==> src/rtl/systolic_pkg.sv <==
// -----------------------------------------------------------------------------
// systolic_pkg
//   Shared constants and types for the weight-stationary systolic array, its
//   input-side feeder and its output-side drain.
//   SYS_N     : array dimension (rows/columns)
//   SYS_ABITS : accumulator width per column
//   SYS_WBITS : weight width per processing element
//   fifo_op_e : push/pop combination seen by a FIFO in one cycle
// -----------------------------------------------------------------------------
package systolic_pkg;

   localparam int unsigned SYS_N     = 2;
   localparam int unsigned SYS_ABITS = 16;
   localparam int unsigned SYS_WBITS = 8;

   // Encoding is {pop, push} so the enum can be cast straight from the strobes.
   typedef enum logic [1:0] {
      FIFO_IDLE = 2'b00,
      FIFO_PUSH = 2'b01,
      FIFO_POP  = 2'b10,
      FIFO_BOTH = 2'b11
   } fifo_op_e;

endpackage

==> src/rtl/result_fifo.sv <==
// -----------------------------------------------------------------------------
// result_fifo
//   Synchronous DEPTH x WIDTH FIFO. A push while full is accepted only when a
//   pop happens in the same cycle (the pushed word takes the freed slot).
//   Ports:
//     clk, rst_n : clock, asynchronous active-low reset (pointers/count only)
//     push       : write request, wr_data is stored if there is room
//     wr_data    : write data
//     pop        : read acknowledge, ignored when empty
//     rd_data    : head word, zero while empty
//     full/empty : occupancy flags
//     count      : words currently held
// -----------------------------------------------------------------------------
module result_fifo
   import systolic_pkg::*;
#(
   parameter int unsigned WIDTH = SYS_N * SYS_ABITS,
   parameter int unsigned DEPTH = 4
) (
   input  logic                     clk,
   input  logic                     rst_n,
   input  logic                     push,
   input  logic [WIDTH-1:0]         wr_data,
   input  logic                     pop,
   output logic [WIDTH-1:0]         rd_data,
   output logic                     full,
   output logic                     empty,
   output logic [$clog2(DEPTH):0]   count
);

   localparam int unsigned PW = $clog2(DEPTH);

   logic [WIDTH-1:0] mem_q [DEPTH];
   logic [PW-1:0]    wr_ptr_q, wr_ptr_d;
   logic [PW-1:0]    rd_ptr_q, rd_ptr_d;
   logic [PW:0]      count_q, count_d;
   logic             pop_ok, push_ok;
   fifo_op_e         op;

   assign empty   = (count_q == '0);
   assign full    = (count_q == (PW+1)'(DEPTH));
   assign pop_ok  = pop && !empty;
   assign push_ok = push && (!full || pop_ok);

   always_comb begin
      op       = fifo_op_e'({pop_ok, push_ok});
      wr_ptr_d = wr_ptr_q;
      rd_ptr_d = rd_ptr_q;
      count_d  = count_q;
      unique case (op)
         FIFO_PUSH: begin
            wr_ptr_d = wr_ptr_q + PW'(1);
            count_d  = count_q + (PW+1)'(1);
         end
         FIFO_POP: begin
            rd_ptr_d = rd_ptr_q + PW'(1);
            count_d  = count_q - (PW+1)'(1);
         end
         FIFO_BOTH: begin
            wr_ptr_d = wr_ptr_q + PW'(1);
            rd_ptr_d = rd_ptr_q + PW'(1);
         end
         default: ;
      endcase
   end

   always_ff @(posedge clk or negedge rst_n) begin
      if (!rst_n) begin
         wr_ptr_q <= '0;
         rd_ptr_q <= '0;
         count_q  <= '0;
      end else begin
         wr_ptr_q <= wr_ptr_d;
         rd_ptr_q <= rd_ptr_d;
         count_q  <= count_d;
      end
   end

   // Storage is not reset; rd_data is masked while empty instead.
   always_ff @(posedge clk) begin
      if (push_ok) begin
         mem_q[wr_ptr_q] <= wr_data;
      end
   end

   assign rd_data = empty ? '0 : mem_q[rd_ptr_q];
   assign count   = count_q;

endmodule

==> src/rtl/array_drain.sv <==
// -----------------------------------------------------------------------------
// array_drain
//   Output-side reader of the systolic array. Column j of a result row leaves
//   the array j cycles after column 0; per-column delay lines realign the row,
//   which is then queued in result_fifo and offered over ready/valid. The array
//   cannot stall, so a row arriving at a full FIFO (with no pop) is dropped and
//   the sticky overflow flag is raised.
//   Ports:
//     clk, reset     : clock, asynchronous active-low reset
//     acc_in_vector  : bottom-edge accumulators, column j at [j*ABITS +: ABITS]
//     in_valid       : column 0 of a new row is present this cycle
//     out_row_vector : head-of-FIFO row, same packing
//     out_valid      : out_row_vector holds a row
//     out_ready      : downstream accepts the row this cycle
//     count          : rows held in the FIFO
//     overflow       : sticky drop flag
//     clear_overflow : synchronous clear of overflow (a same-cycle drop wins)
// -----------------------------------------------------------------------------
module array_drain
   import systolic_pkg::*;
#(
   parameter int unsigned N     = SYS_N,
   parameter int unsigned ABITS = SYS_ABITS,
   parameter int unsigned DEPTH = 4
) (
   input  logic                     clk,
   input  logic                     reset,
   input  logic [N*ABITS-1:0]       acc_in_vector,
   input  logic                     in_valid,
   output logic [N*ABITS-1:0]       out_row_vector,
   output logic                     out_valid,
   input  logic                     out_ready,
   output logic [$clog2(DEPTH):0]   count,
   output logic                     overflow,
   input  logic                     clear_overflow
);

   logic               row_valid;
   logic [N*ABITS-1:0] row_data;
   logic               fifo_full, fifo_empty, pop, drop;
   logic               overflow_q, overflow_d;

   // Valid shift line: N-1 stages, reset so in-flight rows vanish on reset.
   if (N == 1) begin : g_vld_thru
      assign row_valid = in_valid;
   end else begin : g_vld_line
      logic [N-2:0] vld_q, vld_d;

      always_comb begin
         vld_d    = vld_q << 1;
         vld_d[0] = in_valid;
      end

      always_ff @(posedge clk or negedge reset) begin
         if (!reset) vld_q <= '0;
         else        vld_q <= vld_d;
      end

      assign row_valid = vld_q[N-2];
   end

   // Data delay lines: column j waits N-1-j cycles, column N-1 is direct.
   for (genvar j = 0; j < N; j++) begin : g_col
      localparam int unsigned DLY = N - 1 - j;
      if (DLY == 0) begin : g_thru
         assign row_data[j*ABITS +: ABITS] = acc_in_vector[j*ABITS +: ABITS];
      end else begin : g_dly
         logic [ABITS-1:0] pipe_q [DLY];
         logic [ABITS-1:0] pipe_d [DLY];

         always_comb begin
            pipe_d[0] = acc_in_vector[j*ABITS +: ABITS];
            for (int unsigned k = 1; k < DLY; k++) begin
               pipe_d[k] = pipe_q[k-1];
            end
         end

         always_ff @(posedge clk) begin
            pipe_q <= pipe_d;
         end

         assign row_data[j*ABITS +: ABITS] = pipe_q[DLY-1];
      end
   end

   assign out_valid = !fifo_empty;
   assign pop       = out_valid && out_ready;
   assign drop      = row_valid && fifo_full && !pop;

   result_fifo #(
      .WIDTH (N*ABITS),
      .DEPTH (DEPTH)
   ) u_fifo (
      .clk     (clk),
      .rst_n   (reset),
      .push    (row_valid),
      .wr_data (row_data),
      .pop     (pop),
      .rd_data (out_row_vector),
      .full    (fifo_full),
      .empty   (fifo_empty),
      .count   (count)
   );

   always_comb begin
      overflow_d = overflow_q;
      if (drop)                overflow_d = 1'b1;
      else if (clear_overflow) overflow_d = 1'b0;
   end

   always_ff @(posedge clk or negedge reset) begin
      if (!reset) overflow_q <= 1'b0;
      else        overflow_q <= overflow_d;
   end

   assign overflow = overflow_q;

endmodule

==> config.mk <==
export PLATFORM = sky130hd
export DESIGN_NAME = array_drain
export DESIGN_NICKNAME = d
export VERILOG_FILES = /design/src/rtl/systolic_pkg.sv /design/src/rtl/result_fifo.sv /design/src/rtl/array_drain.sv
export SDC_FILE = /design/constraint.sdc
export NUM_CORES = 1
export LEC_CHECK = 0
export ABC_CLOCK_PERIOD_IN_PS = 4950
export CORE_AREA = 3 3 118 120
export CTS_BUF_LIST = sky130_fd_sc_hd__clkbuf_8
export DETAILED_ROUTE_END_ITERATION = 8
export DIE_AREA = 0 0 121 123
export GPL_ROUTABILITY_DRIVEN = 1
export PLACE_DENSITY = 0.67
export SLEW_MARGIN = 20
export SYNTH_ARGS = -nofsm -noshare
export SYNTH_HDL_FRONTEND = slang
export SYNTH_HIERARCHICAL = 1
export SYNTH_SLANG_ARGS = --single-unit
export TNS_END_PERCENT = 100
==> constraint.sdc <==
create_clock -name clk -period 4.95 [get_ports clk]
set_input_delay 0.99 -clock clk [delete_from_list [all_inputs] [get_ports clk]]
set_output_delay 0.99 -clock clk [all_outputs]
set_load 0.05 [all_outputs]
# Word level (Yosys, flattened, before mapping)
# Memories as Yosys holds them, arrays and structs flattened.
# Index checks and enable logic that the tools add are counted.
[word_totals] mem_count=1 out_inout_bits=37 wordCells=35 inputBits=37 mem_bits_rw=128 regBits=25
[classes] n_reduce_logical=14 eq_ne=4 n_mux=6 n_addsub=4
[mem_list] name="u_fifo.mem_q" words=4 width=32 rd=1 rd_clocked_by_memory_dff=0 write_ports=1 line="result_fifo.sv:33" text="logic [WIDTH-1:0] mem_q [DEPTH];"
[ops] operator="$mux W32" n=1
[ops] operator="$pmux W3 S2" n=1
[ops] operator="$logic_and A1 B1 Y1" n=5
[ops] operator="$add A2 B1 Y2 const B" n=2
[ops] operator="$eq A2 B2 Y1 const B" n=2
[ops] operator="$mux W1" n=4
[ops] operator="$reduce_bool A2 Y1" n=2
[ops] operator="$reduce_or A2 Y1" n=2
[ops] operator="$add A3 B1 Y3 const B" n=1
[ops] operator="$eq A3 B3 Y1 const B" n=1
[ops] operator="$logic_not A1 Y1" n=3
[ops] operator="$logic_not A3 Y1" n=1
[ops] operator="$sub A3 B1 Y3 const B" n=1
[ops] operator="$eq A2 B1 Y1 const B" n=1
[ops] operator="$logic_or A1 B1 Y1" n=1

# Longest topological paths before layout
[depth] ltp_word=8 ltp_mapped=11 depth_no_buf=9

# By module
# Netlist, hierarchy kept.
[modules_own_cells] mod="result_fifo" cells_per_inst=258 seq_area_each_um2=4018.9 instances=1 area_per_inst_um2=5355.1
[modules_own_cells] mod="array_drain" cells_per_inst=23 seq_area_each_um2=370.4 instances=1 area_per_inst_um2=407.9

# Least setup slack after synthesis
# OpenSTA, ideal clock, no wires.
[synth_path] kind="register to register" startpoint="register u_fifo.count_q[0] (netlist: u_fifo/count[0])" endpoint="register u_fifo.count_q[1] (netlist: u_fifo/count[1])" arrival_time_ps=2697 required_ps=4863 path_slack_ps=2166 setup_ps=87 synth_period_minus_slack_ps=2784 path_buffers=2 stages_incl_launch_ff=12 path_cell_list="dfrtp_1 or3_2 buf_2 clkbuf_1 inv_1 nor2b_4 nor2b_1 nand2_1 fa_1 o21ba_2 o211ai_1 a22oi_1"
[synth_via] elab_chain_cells=8 word_cells_on_any_way=14 cone_classes="add/sub: 2; eq/ne: 3; mux: 1; reduce/logical: 8"
[synth_lines] item="from (decl)" line="result_fifo.sv:36" text="logic [PW:0] count_q, count_d;"
[synth_lines] item="from (signal assigned)" line="result_fifo.sv:75" text="count_q <= count_d;"
[synth_lines] item="$logic_not A3 Y1 *" line="result_fifo.sv:40" text="assign empty = (count_q == '0);"
[synth_lines] item="named net fifo_empty" line="array_drain.sv:40" text="logic fifo_full, fifo_empty, pop, drop;"
[synth_lines] item="$logic_not A1 Y1 *" line="array_drain.sv:86" text="assign out_valid = !fifo_empty;"
[synth_lines] item="$logic_and A1 B1 Y1 *" line="array_drain.sv:87" text="assign pop = out_valid && out_ready;"
[synth_lines] item="named net pop" line="array_drain.sv:40"
[synth_lines] item="$logic_and A1 B1 Y1 *" line="result_fifo.sv:42" text="assign pop_ok = pop && !empty;"
[synth_lines] item="$logic_or A1 B1 Y1" line="result_fifo.sv:43" text="assign push_ok = push && (!full || pop_ok);"
[synth_lines] item="$logic_and A1 B1 Y1" line="result_fifo.sv:43"
[synth_lines] item="$eq A2 B2 Y1 / $eq A2 B1 Y1 (equally long branches)" line="result_fifo.sv:50" text="unique case (op)"
[synth_lines] item="$pmux W3 S2 / $reduce_bool A2 Y1 (equally long branches)"
# The timed path passes the listed nets; every way through them passes the cells marked *.
# A chain may end at the register's enable or synchronous reset.

# Worst setup path after layout
[layout_path] startpoint="register u_fifo.rd_ptr_q[0]" endpoint="output out_row_vector[9]"
[layout_via] elab_chain_cells=2
[layout_lines] item="from (decl)" line="result_fifo.sv:35" text="logic [PW-1:0] rd_ptr_q, rd_ptr_d;"
[layout_lines] item="from (signal assigned)" line="result_fifo.sv:74" text="rd_ptr_q <= rd_ptr_d;"
[layout_lines] item="$mem_v2 Z4 W32"
[layout_lines] item="$mux W32" line="result_fifo.sv:86" text="assign rd_data = empty ? '0 : mem_q[rd_ptr_q];"
[layout_lines] item="to (decl)" line="array_drain.sv:30" text="output logic [N*ABITS-1:0] out_row_vector,"
# No other way between the ends.

==> run_results.csv <==
group,metric,value,unit
run_status,status,"finished, final reports clean",
timing,max_freq,261,MHz
clocking,clock_latency,0.43,ns
detailed_routing,vias,2743,
die,core-area,0.0131,mm^2
yosys,synth_edf_count,128,
timing,setup_tns,0,ns
clocking,path_clk_slew,0.08,ns
layout,fillCellCount,1012,
worst_setup_path,critPathLaunchType,"flop",
yosys,synth_common_cells,"edfxtp_1 (128), and2_1 (32), mux4_2 (32)",
detailed_routing,routedWlPerCell,18.0,um
yosys,yosysWarnings,6,
global_routing,antenna_found_initial,1,
global_routing,grt_max_degree,37,
layout,seqCellArea,0.00439,mm^2
die,dieArea,0.0149,mm^2
die,die_y,123,um
worst_setup_path,critPathMaxStageDelay,0.71,ns
timing,min_period,3.83,ns
hold_path,hp-class,"flop to flop",
timing,setup_viol,0,
global_routing,grtUsageTotal,0.147,
yosys,yosysTopAreaCell,"edfxtp_1",
worst_setup_path,critPathSlowestCell,"dfrtp_2",
layout,post_route_cells_drive_above_1_share,0.201,
worst_setup_path,crit_fanout,19,
layout,fin_nets,402,
clocking,cts_buffers,17,
worst_setup_path,crit_chain,"buf_12 > mux4_2 > and2_1 > clkdlybuf4s50_1",
yosys,synthArstFlopShare,0.0588,
worst_setup_path,worstSetupPathType,"flop to output pin",
yosys,avgSynthCellArea,20.5,um^2
detailed_routing,drc,0,
job,cap_violations,0,
yosys,seq_area_frac_synth,0.762,
clocking,post_cts_buffers,0,
worst_setup_path,crit_required,3.96,ns
die,ioPinCount,74,
global_routing,grt_pass1_vias,2971,
clocking,cts_buffer_depth,2,
worst_setup_path,worstPathArrival,2.84,ns
clocking,root_buffer,"clkbuf_8",
yosys,synth_seq_cells,153,
timing,rsz0062_at_grt,"no",
global_routing,grt_remaining_overflow,0,
placed_design,gp_congestion,0.659,
yosys,synth_ff_type,"edfxtp_1",
yosys,synth.top_cell.area_share,0.667,
detailed_routing,vias_per_cell,5.00,
clocking,cts_tree,"done",
worst_setup_path,r2r_slack,1.98,ns
timing,relSlewSlack,0.379,
layout,diodes,0,
placed_design,placement.io_buffers,73,
clocking,cts_resized,0,
timing,tightest_slew,0.931,ns
layout,areaGrowthSynthToFinish,22.5,%
detailed_routing,drtPass1Iterations,6,
yosys,yosysUniqueCellTypes,33,
detailed_routing,antenna_left,0,
worst_setup_path,crit_path_end_kind,"output pin",
timing,fin_worst_skew,0.00715,ns
die,row_count,42,
timing,maxSlewViolCount,0,
die,start_util,0.440,
global_routing,grt_pass1_wl,15.8,mm
yosys,synthCells,281,
yosys,syn_nets,323,
detailed_routing,drt_wl_total,9.90,mm
timing,timing.hold.ws,0.477,ns
yosys,netlist_area,0.00576,mm^2
placed_design,hpwl,5.82,mm
yosys,synthTopCellsByArea,"edfxtp_1 (67%), mux4_2 (13%), dfxtp_1 (5.6%)",
detailed_routing,drt-initial-drc-count,211,
timing,hold_viol_final,0,
clocking,holdBufCountCts,0,
die,die_x,121,um
yosys,synth.most_common_cell,"edfxtp_1",
clocking,ctsHtreeMaxLevel,4,
clocking,clock-sinks,153,
layout,multi_input_area,0.00126,mm^2
timing,period_share,0.774,
==> flip-flops by register name, indices dropped and copies added, names as in the netlist <==
signal and cells:
g_col.g_dly.pipe_q 16, g_vld_line.vld_q 1, overflow 1, u_fifo/count 3
u_fifo/mem_q 128, u_fifo/rd_ptr_q 2, u_fifo/wr_ptr_q 2
==> worst max-delay path: cells and delay by family, from the launching register on <==
family                 cells  cell delay [ns]
buffers and inverters      2             0.97
flip-flops                 1             0.71
multiplexers               1             0.52
AND/OR/NAND/NOR            1             0.17
==> final timing paths <==
path                                          start  depth (start not counted)            endpoint
max                              u_fifo/rd_ptr_q[0]                          4   out_row_vector[9]
min                        g_col[0].g_dly.pipe_q[0]                          0  u_fifo/mem_q[3][0]
max reg2reg                         u_fifo/count[2]                          9     u_fifo/count[1]
min reg2reg                g_col[0].g_dly.pipe_q[0]                          0  u_fifo/mem_q[3][0]
max in group asynchronous                     reset                          1  u_fifo/rd_ptr_q[0]
min in group asynchronous                     reset                          1     u_fifo/count[0]
==> metal layers <==
metal  vias to the layer above  GRT usage  routed length, um
li1                       1241          -                  -
met2                        64      0.245               5110
met4                         2     0.0574                 87
met5                         -          0                 13
met3                        11     0.0503                481
met1                      1425      0.177               4210
==> cell type report <==
class | count | share of cell area
clock inverter | 12 | 0.0177
sequential | 153 | 0.622
timing repair buffer | 74 | 0.106
clock buffer | 20 | 0.0390
inverter | 10 | 0.00532
tap | 176 | 0.0312
multi-input combinational | 104 | 0.178
==> kinds of logic (layout without fill, tap and decap cells) <==
group / after synthesis / count (layout) / share of synthesized area
AOI/OAI and AO/OA: 10 / 10 / 0.0154
xor gates and xnor gates: 5 / 5 / 0.00760
muxes: 33 / 33 / 0.128
DFF: 153 / 153 / 0.762
buffers and inverters: 24 / 116 / 0.0202
adders and majority gates: 5 / 5 / 0.0122
and+or+nand+nor: 51 / 51 / 0.0554
==> placed cells by master (no fill, tap or decap), types with 4 or more instances in the layout <==
master	count
edfxtp_1	128
clkdlybuf4s50_1	73
mux4_2	32
and2_1	32
clkbuf_8	20
dfxtp_1	16
inv_1	12
dfrtp_1	7
and2_2	4
ha_1	4
==> stage by stage <==
stage | util | instances | worst slack [ns] | instance area, um^2
6_report | 0.539 | 549 | 1.12 | 7060
4_1_cts | 0.539 | 549 | 1.04 | 7060
5_1_grt | 0.539 | 549 | 0.946 | 7060
3_5_place_dp | 0.509 | 517 | 1.53 | 6660
2_1_floorplan | - | 281 | 2.17 | 5760
3_3_place_gp | 0.509 | 517 | 1.52 | 6660
Power is not shown: default switching activity piles up to over one toggle a cycle in this logic, so the estimate is an artifact.
